--- config.mk ---
export PLATFORM = sky130hd
export DESIGN_NAME = lc3_execute_pipe
export DESIGN_NICKNAME = d
export VERILOG_FILES = /design/src/rtl/lc3_execute_pipe.sv
export SDC_FILE = /design/constraint.sdc
export NUM_CORES = 1
export LEC_CHECK = 0
export ABC_AREA = 1
export BUFFER_PORTS_ARGS = -buffer_cell sky130_fd_sc_hd__clkbuf_2
export CAP_MARGIN = 5
export CORE_ASPECT_RATIO = 0.5
export CORE_MARGIN = 2
export CORE_UTILIZATION = 43
export DETAILED_ROUTE_END_ITERATION = 8
export GPL_ROUTABILITY_DRIVEN = 0
export PLACE_DENSITY = 0.73
export SETUP_SLACK_MARGIN = 0.5
export SLEW_MARGIN = 40
export SYNTH_ARGS = -nofsm -noshare
export SYNTH_HDL_FRONTEND = slang
export SYNTH_SLANG_ARGS = --single-unit
--- constraint.sdc ---
create_clock -name clock -period 2.5 [get_ports clock]
set_input_delay 0.125 -clock clock [delete_from_list [all_inputs] [get_ports clock]]
set_output_delay 0.125 -clock clock [all_outputs]
set_load 0.01 [all_outputs]
--- src/rtl/lc3_execute_pipe.sv ---
// LC-3 execute stage: operand bypass, ALU, address adder and the
// execute/memory pipeline register with stall, flush and async reset.
module lc3_execute_pipe #(
    parameter int DATA_W  = 16,
    parameter int NUM_BYP = 2
) (
    input  logic                        clock,
    input  logic                        reset,
    input  logic                        enable_execute,
    input  logic                        flush,
    input  logic [5:0]                  E_control,
    input  logic [15:0]                 IR,
    input  logic [DATA_W-1:0]           npc_in,
    input  logic [DATA_W-1:0]           VSR1,
    input  logic [DATA_W-1:0]           VSR2,
    input  logic [$clog2(NUM_BYP+2)-1:0] byp_sel_1,
    input  logic [$clog2(NUM_BYP+2)-1:0] byp_sel_2,
    input  logic [NUM_BYP*DATA_W-1:0]   Mem_Bypass_Val,
    input  logic                        Mem_Control_in,
    input  logic [1:0]                  W_Control_in,
    output logic [DATA_W-1:0]           aluout,
    output logic [DATA_W-1:0]           pcout,
    output logic [DATA_W-1:0]           M_Data,
    output logic [15:0]                 IR_Exec,
    output logic [2:0]                  dr,
    output logic [2:0]                  nzp,
    output logic                        Mem_Control_out,
    output logic [1:0]                  W_Control_out,
    output logic                        ex_valid,
    output logic [2:0]                  sr1,
    output logic [2:0]                  sr2
);

    localparam int SEL_W = $clog2(NUM_BYP + 2);

    logic [1:0] alu_op;
    logic [1:0] pcsel1;
    logic       pcsel2;
    logic       op2sel;

    logic [DATA_W-1:0] op_a;
    logic [DATA_W-1:0] op_bv;
    logic [DATA_W-1:0] op_b;
    logic [DATA_W-1:0] alu_res;
    logic [DATA_W-1:0] offset;
    logic [DATA_W-1:0] base;
    logic [DATA_W-1:0] addr;
    logic [2:0]        nzp_res;

    logic [DATA_W-1:0] aluout_q, aluout_d;
    logic [DATA_W-1:0] pcout_q, pcout_d;
    logic [DATA_W-1:0] mdata_q, mdata_d;
    logic [15:0]       ir_q, ir_d;
    logic [2:0]        dr_q, dr_d;
    logic [2:0]        nzp_q, nzp_d;
    logic              mc_q, mc_d;
    logic [1:0]        wc_q, wc_d;
    logic              valid_q, valid_d;

    assign alu_op = E_control[5:4];
    assign pcsel1 = E_control[3:2];
    assign pcsel2 = E_control[1];
    assign op2sel = E_control[0];

    // Unmatched select codes (including out-of-range ones) fall back to the VSR.
    function automatic logic [DATA_W-1:0] pick(
        input logic [SEL_W-1:0]          sel,
        input logic [DATA_W-1:0]         vsr,
        input logic [DATA_W-1:0]         self_val,
        input logic [NUM_BYP*DATA_W-1:0] byp
    );
        logic [DATA_W-1:0] r;
        r = vsr;
        if (sel == SEL_W'(1)) r = self_val;
        for (int k = 0; k < NUM_BYP; k++) begin
            if (sel == SEL_W'(k + 2)) r = byp[k*DATA_W +: DATA_W];
        end
        return r;
    endfunction

    always_comb begin
        op_a  = pick(byp_sel_1, VSR1, aluout_q, Mem_Bypass_Val);
        op_bv = pick(byp_sel_2, VSR2, aluout_q, Mem_Bypass_Val);
        op_b  = op2sel ? op_bv : {{(DATA_W-5){IR[4]}}, IR[4:0]};
    end

    always_comb begin
        alu_res = op_a;
        unique case (alu_op)
            2'b00: alu_res = op_a + op_b;
            2'b01: alu_res = op_a & op_b;
            2'b10: alu_res = ~op_a;
            2'b11: alu_res = op_a;
        endcase
    end

    always_comb begin
        offset = '0;
        unique case (pcsel1)
            2'b00: offset = {{(DATA_W-11){IR[10]}}, IR[10:0]};
            2'b01: offset = {{(DATA_W-9){IR[8]}}, IR[8:0]};
            2'b10: offset = {{(DATA_W-6){IR[5]}}, IR[5:0]};
            2'b11: offset = '0;
        endcase
        base = pcsel2 ? npc_in : op_a;
        addr = offset + base;
    end

    always_comb begin
        if (alu_res[DATA_W-1]) nzp_res = 3'b100;
        else if (alu_res == '0) nzp_res = 3'b010;
        else nzp_res = 3'b001;
    end

    always_comb begin
        aluout_d = aluout_q;
        pcout_d  = pcout_q;
        mdata_d  = mdata_q;
        ir_d     = ir_q;
        dr_d     = dr_q;
        nzp_d    = nzp_q;
        mc_d     = mc_q;
        wc_d     = wc_q;
        valid_d  = valid_q;
        if (enable_execute) begin
            if (flush) begin
                // A killed slot keeps its data but must not commit downstream.
                mc_d    = 1'b0;
                wc_d    = 2'b00;
                valid_d = 1'b0;
            end else begin
                aluout_d = alu_res;
                pcout_d  = addr;
                mdata_d  = op_bv;
                ir_d     = IR;
                dr_d     = IR[11:9];
                nzp_d    = nzp_res;
                mc_d     = Mem_Control_in;
                wc_d     = W_Control_in;
                valid_d  = 1'b1;
            end
        end
    end

    always_ff @(posedge clock or posedge reset) begin
        if (reset) begin
            aluout_q <= '0;
            pcout_q  <= '0;
            mdata_q  <= '0;
            ir_q     <= '0;
            dr_q     <= '0;
            nzp_q    <= '0;
            mc_q     <= 1'b0;
            wc_q     <= '0;
            valid_q  <= 1'b0;
        end else begin
            aluout_q <= aluout_d;
            pcout_q  <= pcout_d;
            mdata_q  <= mdata_d;
            ir_q     <= ir_d;
            dr_q     <= dr_d;
            nzp_q    <= nzp_d;
            mc_q     <= mc_d;
            wc_q     <= wc_d;
            valid_q  <= valid_d;
        end
    end

    assign aluout          = aluout_q;
    assign pcout           = pcout_q;
    assign M_Data          = mdata_q;
    assign IR_Exec         = ir_q;
    assign dr              = dr_q;
    assign nzp             = nzp_q;
    assign Mem_Control_out = mc_q;
    assign W_Control_out   = wc_q;
    assign ex_valid        = valid_q;
    assign sr1             = IR[8:6];
    assign sr2             = IR[2:0];

endmodule

Word level (Yosys, flattened, before mapping)
Cells that the tools add are included.
- register bits after elaboration: 74
- input port bits: 113
- output and inout bits: 80
- word-level logic and storage cells: 45
- $add $sub $neg: 2
- equality and inequality tests: 12
- muxes and demuxes: 15
- bitwise logic cells: 3
- reduce and logical (&&, ||, !) cells: 4
- operators with widths (operator ; number):
    two-way mux 16 bit ; 8
    case mux 16 bit (4 select lines) ; 2
    adder 16 bit ; 2
    AND 16 bit ; 1
    == test 2 bit, second input constant ; 8
    logical NOT 16 bit ; 1
    inverter 16 bit ; 1
    == test 2 x 1 -> 1 bit, second input constant ; 4
    logical NOT 2 bit ; 2
    two-way mux 2 bit ; 2
    two-way mux 3 bit ; 1
    two-way mux 1 bit ; 2
    AND reduction 2 bit ; 1
    inverter 1 bit ; 1

Longest topological paths before layout
- depth after elaboration: 10
- depth in mapped cells: 25
- mapped depth without buffers: 25

Worst setup path before layout
Ideal clock, no wire load.
- kind: input to register
- start point: input byp_sel_2[1]
- end point: register nzp_q[0] (netlist: nzp[0])
- library setup time: 0.117 ns
- arrival: 2.612 ns
- required time: 2.383 ns
- setup slack: -0.229 ns
- cell stages on the path: 24
- path buffers: 2
- cells stage by stage: buf_4 clkbuf_1 o21ai_0 nand3_1 o21ai_0 o21ai_0 ha_1 inv_1 fa_1 nor2_1 nor2_1 nand2_1 nand2_1 nand2_1 nor2_1 nand2_1 nor2_1 nand2_1 nor2_1 nand2_1 nor2_1 nand4_1 nand2_1 nand2_1
- cells in the longest elaborated chain, start to end: 10
- elaborated cells between the ends (all ways): 13
- classes of those cells: add/sub: 1; eq/ne: 3; mux: 7; bitwise: 1; reduce/logical: 1
- ends and longest elaborated chain (element ; RTL line ; RTL):
    start: declaration ; 17 ; input logic [$clog2(NUM_BYP+2)-1:0] byp_sel_2,
    == test 2 x 1 -> 1 bit ; 74 ; if (sel == SEL_W'(1)) r = self_val;
    two-way mux 16 bit ; 74 ;
    two-way mux 16 bit ; 76 ; if (sel == SEL_W'(k + 2)) r = byp[k*DATA_W +: DATA_W];
    two-way mux 16 bit * ; 76 ;
    two-way mux 16 bit * ; 84 ; op_b = op2sel ? op_bv : {{(DATA_W-5){IR[4]}}, IR[4:0]};
    adder 16 bit or AND 16 bit (tied branches) ; 90, 91 ;
    case mux 16 bit (4 select lines) * ; 89 ; unique case (alu_op)
    logical NOT 16 bit ; 111 ; else if (alu_res == '0) nzp_res = 3'b010;
    two-way mux 2 bit ; 111 ;
    two-way mux 3 bit * ; 110 ; if (alu_res[DATA_W-1]) nzp_res = 3'b100;
    end signal: assignment ; 162 ; nzp_q <= nzp_d;
    end: declaration ; 55 ; logic [2:0] nzp_q, nzp_d;
Mark *: on every way between the ends. The rest lies on a longest branch, timed or not.
A chain may end at the register's enable or synchronous reset.

Worst setup path after layout
- start point: register aluout_q[2] (netlist: aluout[2])
- end point: register pcout_q[15] (netlist: pcout[15])
- cells in the longest elaborated chain, start to end: 5
- ends and longest elaborated chain (element ; RTL line ; RTL):
    start: declaration ; 50 ; logic [DATA_W-1:0] aluout_q, aluout_d;
    start signal: assignment ; 157 ; aluout_q <= aluout_d;
    two-way mux 16 bit ; 74 ;
    two-way mux 16 bit (2 in a row) ; 76 ;
    two-way mux 16 bit ; 105 ; base = pcsel2 ? npc_in : op_a;
    adder 16 bit ; 106 ; addr = offset + base;
    end signal: assignment ; 158 ; pcout_q <= pcout_d;
    end: declaration ; 51 ; logic [DATA_W-1:0] pcout_q, pcout_d;
Every way passes these cells.

==> qor.txt <==
Leak -> 5.31 nW
First-pass GRT wire length -> 38400 um
Global-route usage over all layers -> 31.6%
Outcome -> finished with violations
Seq cells post-synth -> 70
Met2 wire len -> 12100 um
Gate count of the mapped netlist -> 983
Root Driver -> clkbuf_16
Placed cell area -> 0.00863 mm^2
Post-DRT Antenna Nets -> 0
Routed wire per std cell -> 16.6 um
Area delta synth->final -> 58.6%
Worst setup SP type -> flip-flop
Setup_tns -> -2.41 ns
Final Hold Violating Endpoints -> 0
Post-route cell area -> 0.00982 mm^2
Setup crit start -> aluout[2]
Crit-path max FO -> 3
Critical Path AT -> 3.14 ns
Initial antenna violation count -> 0
Failing checks -> negative setup slack
Commonest non-fill, non-tap cell in the layout -> nand2_1
Avg Inst Size Synth -> 6.30 um^2
CTS tree -> yes
Max Clock Freq -> 0.343 GHz
Crit end category -> flip-flop
Sequential area share after synthesis -> 28.3%
Die outline height -> 88.9 um
Fin crit share -> 117%
Unique masters post-synth -> 49
CTS H-tree depth -> 3
WP data required -> 2.72 ns
Residual DRC -> 0
Mapped Area -> 0.00619 mm^2
Worst-Skew Late Latency -> 0.34 ns
Peak supply drop -> 0.327 mV
Grt ovf -> 0
Most frequent cells in the layout -> nand2_1, clkbuf_2, buf_4
Top Ports -> 193
Max Slew Vio Count -> 0
Vias per cell -> 5.43
Rel. slew slack -> 56.9%
Pwr dens -> 605 mW/mm^2
Synth top area cells -> dfrtp_1, nand2_1, o21ai_0
Synth warn -> 0
Vias -> 8380
Vias in the first global route -> 7888
RR Startpoint -> aluout[2]
Period minus WS final -> 2.91 ns
R2r setup slk -> -0.41 ns
RSZ-0062 raised after global routing -> true
ANT cells -> 0
Wire length on met1 -> 10100 um
R2R Path End -> pcout[15]
Die area -> 0.0154 mm^2
Core Area -> 0.0138 mm^2
Critical path class -> reg2reg
Routed wire length -> 25700 um
R2R depth -> 18
Syn Nets -> 1125
Final Power -> 0.00594 W
Final WS setup -> -0.413 ns
Clock buffer depth -> 2
Largest area contributor in the netlist -> dfrtp_1
Maxcap violations -> 0
HP Start -> W_Control_in[0]
DR top layer -> met4
FP Rows -> 30
Post-synth top area share -> 28.3%
Dpl hpwl -> 19200 um
Clk_skew -> 0.00655 ns
NumNets Final -> 1489
First DRT Iteration DRCs -> 811
DR WL met3 -> 2430 um
CTS Sinks -> 70
Clk slew on worst S/H paths -> 0.06 ns
Total CTS buffers -> 9
Final setup viols -> 17
DR pass1 iterations -> 6
Share of layout cells above drive strength 1 -> 44.0%
Place WS -> -0.539 ns
Worst Tran Pin Value -> 0.645 ns
Largest net degree at the start of global routing -> 43
Port Buf Inserts -> 192
Hold depth -> 2
Initial Utilization -> 44.8%
Die X -> 174 um
Hold Path Sink -> W_Control_out[0]
Hold Path Class -> in2reg
==> registers in the layout, indices dropped and copies added, names as in the netlist <==
| signal | flops |
|---|---|
| IR_Exec | 16 |
| M_Data | 16 |
| Mem_Control_out | 1 |
| W_Control_out | 2 |
| aluout | 16 |
| ex_valid | 1 |
| nzp | 2 |
| pcout | 16 |
==> routing by layer <==
metal,up-vias,global-route usage (%)
met5,-,0
met3,108,6.87
met2,458,53.9
met1,3874,39.4
met4,0,14.0
li1,3940,-
==> Yosys cell counts, drive strengths merged <==
| cell type | count |
|---|---|
| nor2 | 99 |
| mux2i | 1 |
| xor2 | 7 |
| a21o | 2 |
| nand2 | 317 |
| or2 | 8 |
| o21ai | 122 |
| a2111oi | 1 |
| buf | 21 |
| a211oi | 1 |
| o21bai | 4 |
| nand3 | 63 |
| o2111ai | 2 |
| xnor2 | 2 |
| o21a | 1 |
| ha | 27 |
| nand4 | 5 |
| clkinv | 2 |
| o211ai | 6 |
| o22ai | 1 |
| a21oi | 41 |
| a221oi | 7 |
| nor3 | 8 |
| dfrtp | 70 |
| o31ai | 3 |
| a22o | 3 |
| o221ai | 6 |
| clkbuf | 22 |
| a31oi | 10 |
| inv | 114 |
| nand3b | 3 |
| nor3b | 1 |
| fa | 2 |
| and2 | 1 |
==> power breakdown <==
| group | total, W | internal [W] | switching [W] |
|---|---|---|---|
| Sequential | 0.00147 | 0.00133 | 0.000136 |
| Clock | 0.00155 | 0.00101 | 0.000542 |
| Combinational | 0.00292 | 0.00130 | 0.00162 |
==> cells by family after synthesis <==
family | after synthesis | synth area share, %
fa+ha+maj | 29 | 6.10
compound gates | 210 | 19.3
buf+inv | 159 | 10.7
xor+xnor | 9 | 1.27
mux | 1 | 0.162
flops | 70 | 28.3
simple gates | 505 | 34.2
==> worst max path at each step <==
stage,cells after the start,end,slack (ns)
after floorplan,25,nzp[0],-0.003
after global placement,20,nzp[0],-0.51
after detailed placement,25,nzp[0],-0.54
after CTS,22,nzp[0],-0.23
after global routing,18,pcout[15],-0.52
final,18,pcout[15],-0.41
==> final cells by class <==
cell class / count / area (um^2)
Clock buffer: 10 / 239
Clock inverter: 6 / 116
Fill cell: 1097 / 3990
Inverter: 116 / 442
Multi-Input combinational cell: 754 / 4440
Sequential cell: 70 / 1750
Tap cell: 192 / 240
Timing Repair Buffer: 396 / 2590
==> critical path: stages (launching register included) <==
cell and delay (ns):
dfrtp_1 0.40, nor2_2 0.14, nor2_2 0.07, a21oi_2 0.20, o21ai_2 0.09, ha_1 0.33, nand2_1 0.09, nand2_1 0.07
a31oi_2 0.20, inv_2 0.07, nand3_2 0.08, o2111ai_2 0.11, nand2_1 0.14, inv_2 0.06, nand2_2 0.09, nor2_2 0.05
a2111oi_4 0.33, xor2_1 0.18, o21ai_1 0.08
==> repair_timing <==
| item | in CTS | in global routing |
|---|---|---|
| setup buffers | 16 | 9 |
| resized for setup | 95 | 89 |
| endpoints found under the setup margin | 31 | 32 |
| hold buffers | 6 | 0 |
| pin swaps | 55 | 47 |
| endpoints found under the hold margin | 33 | 0 |
==> stage by stage <==
step / hold slack [ns] / std cells / utilization, %
6_report: 0.0105 / 1544 / 71.1
5_1_grt: 0.0116 / 1544 / 71.1
2_1_floorplan: 0.242 / 983 / -
4_1_cts: 0.00476 / 1535 / 68.4
3_5_place_dp: 0.233 / 1497 / 62.5
3_3_place_gp: 0.237 / 1497 / 62.5
Note: power is estimated with default switching activity, not from simulation.
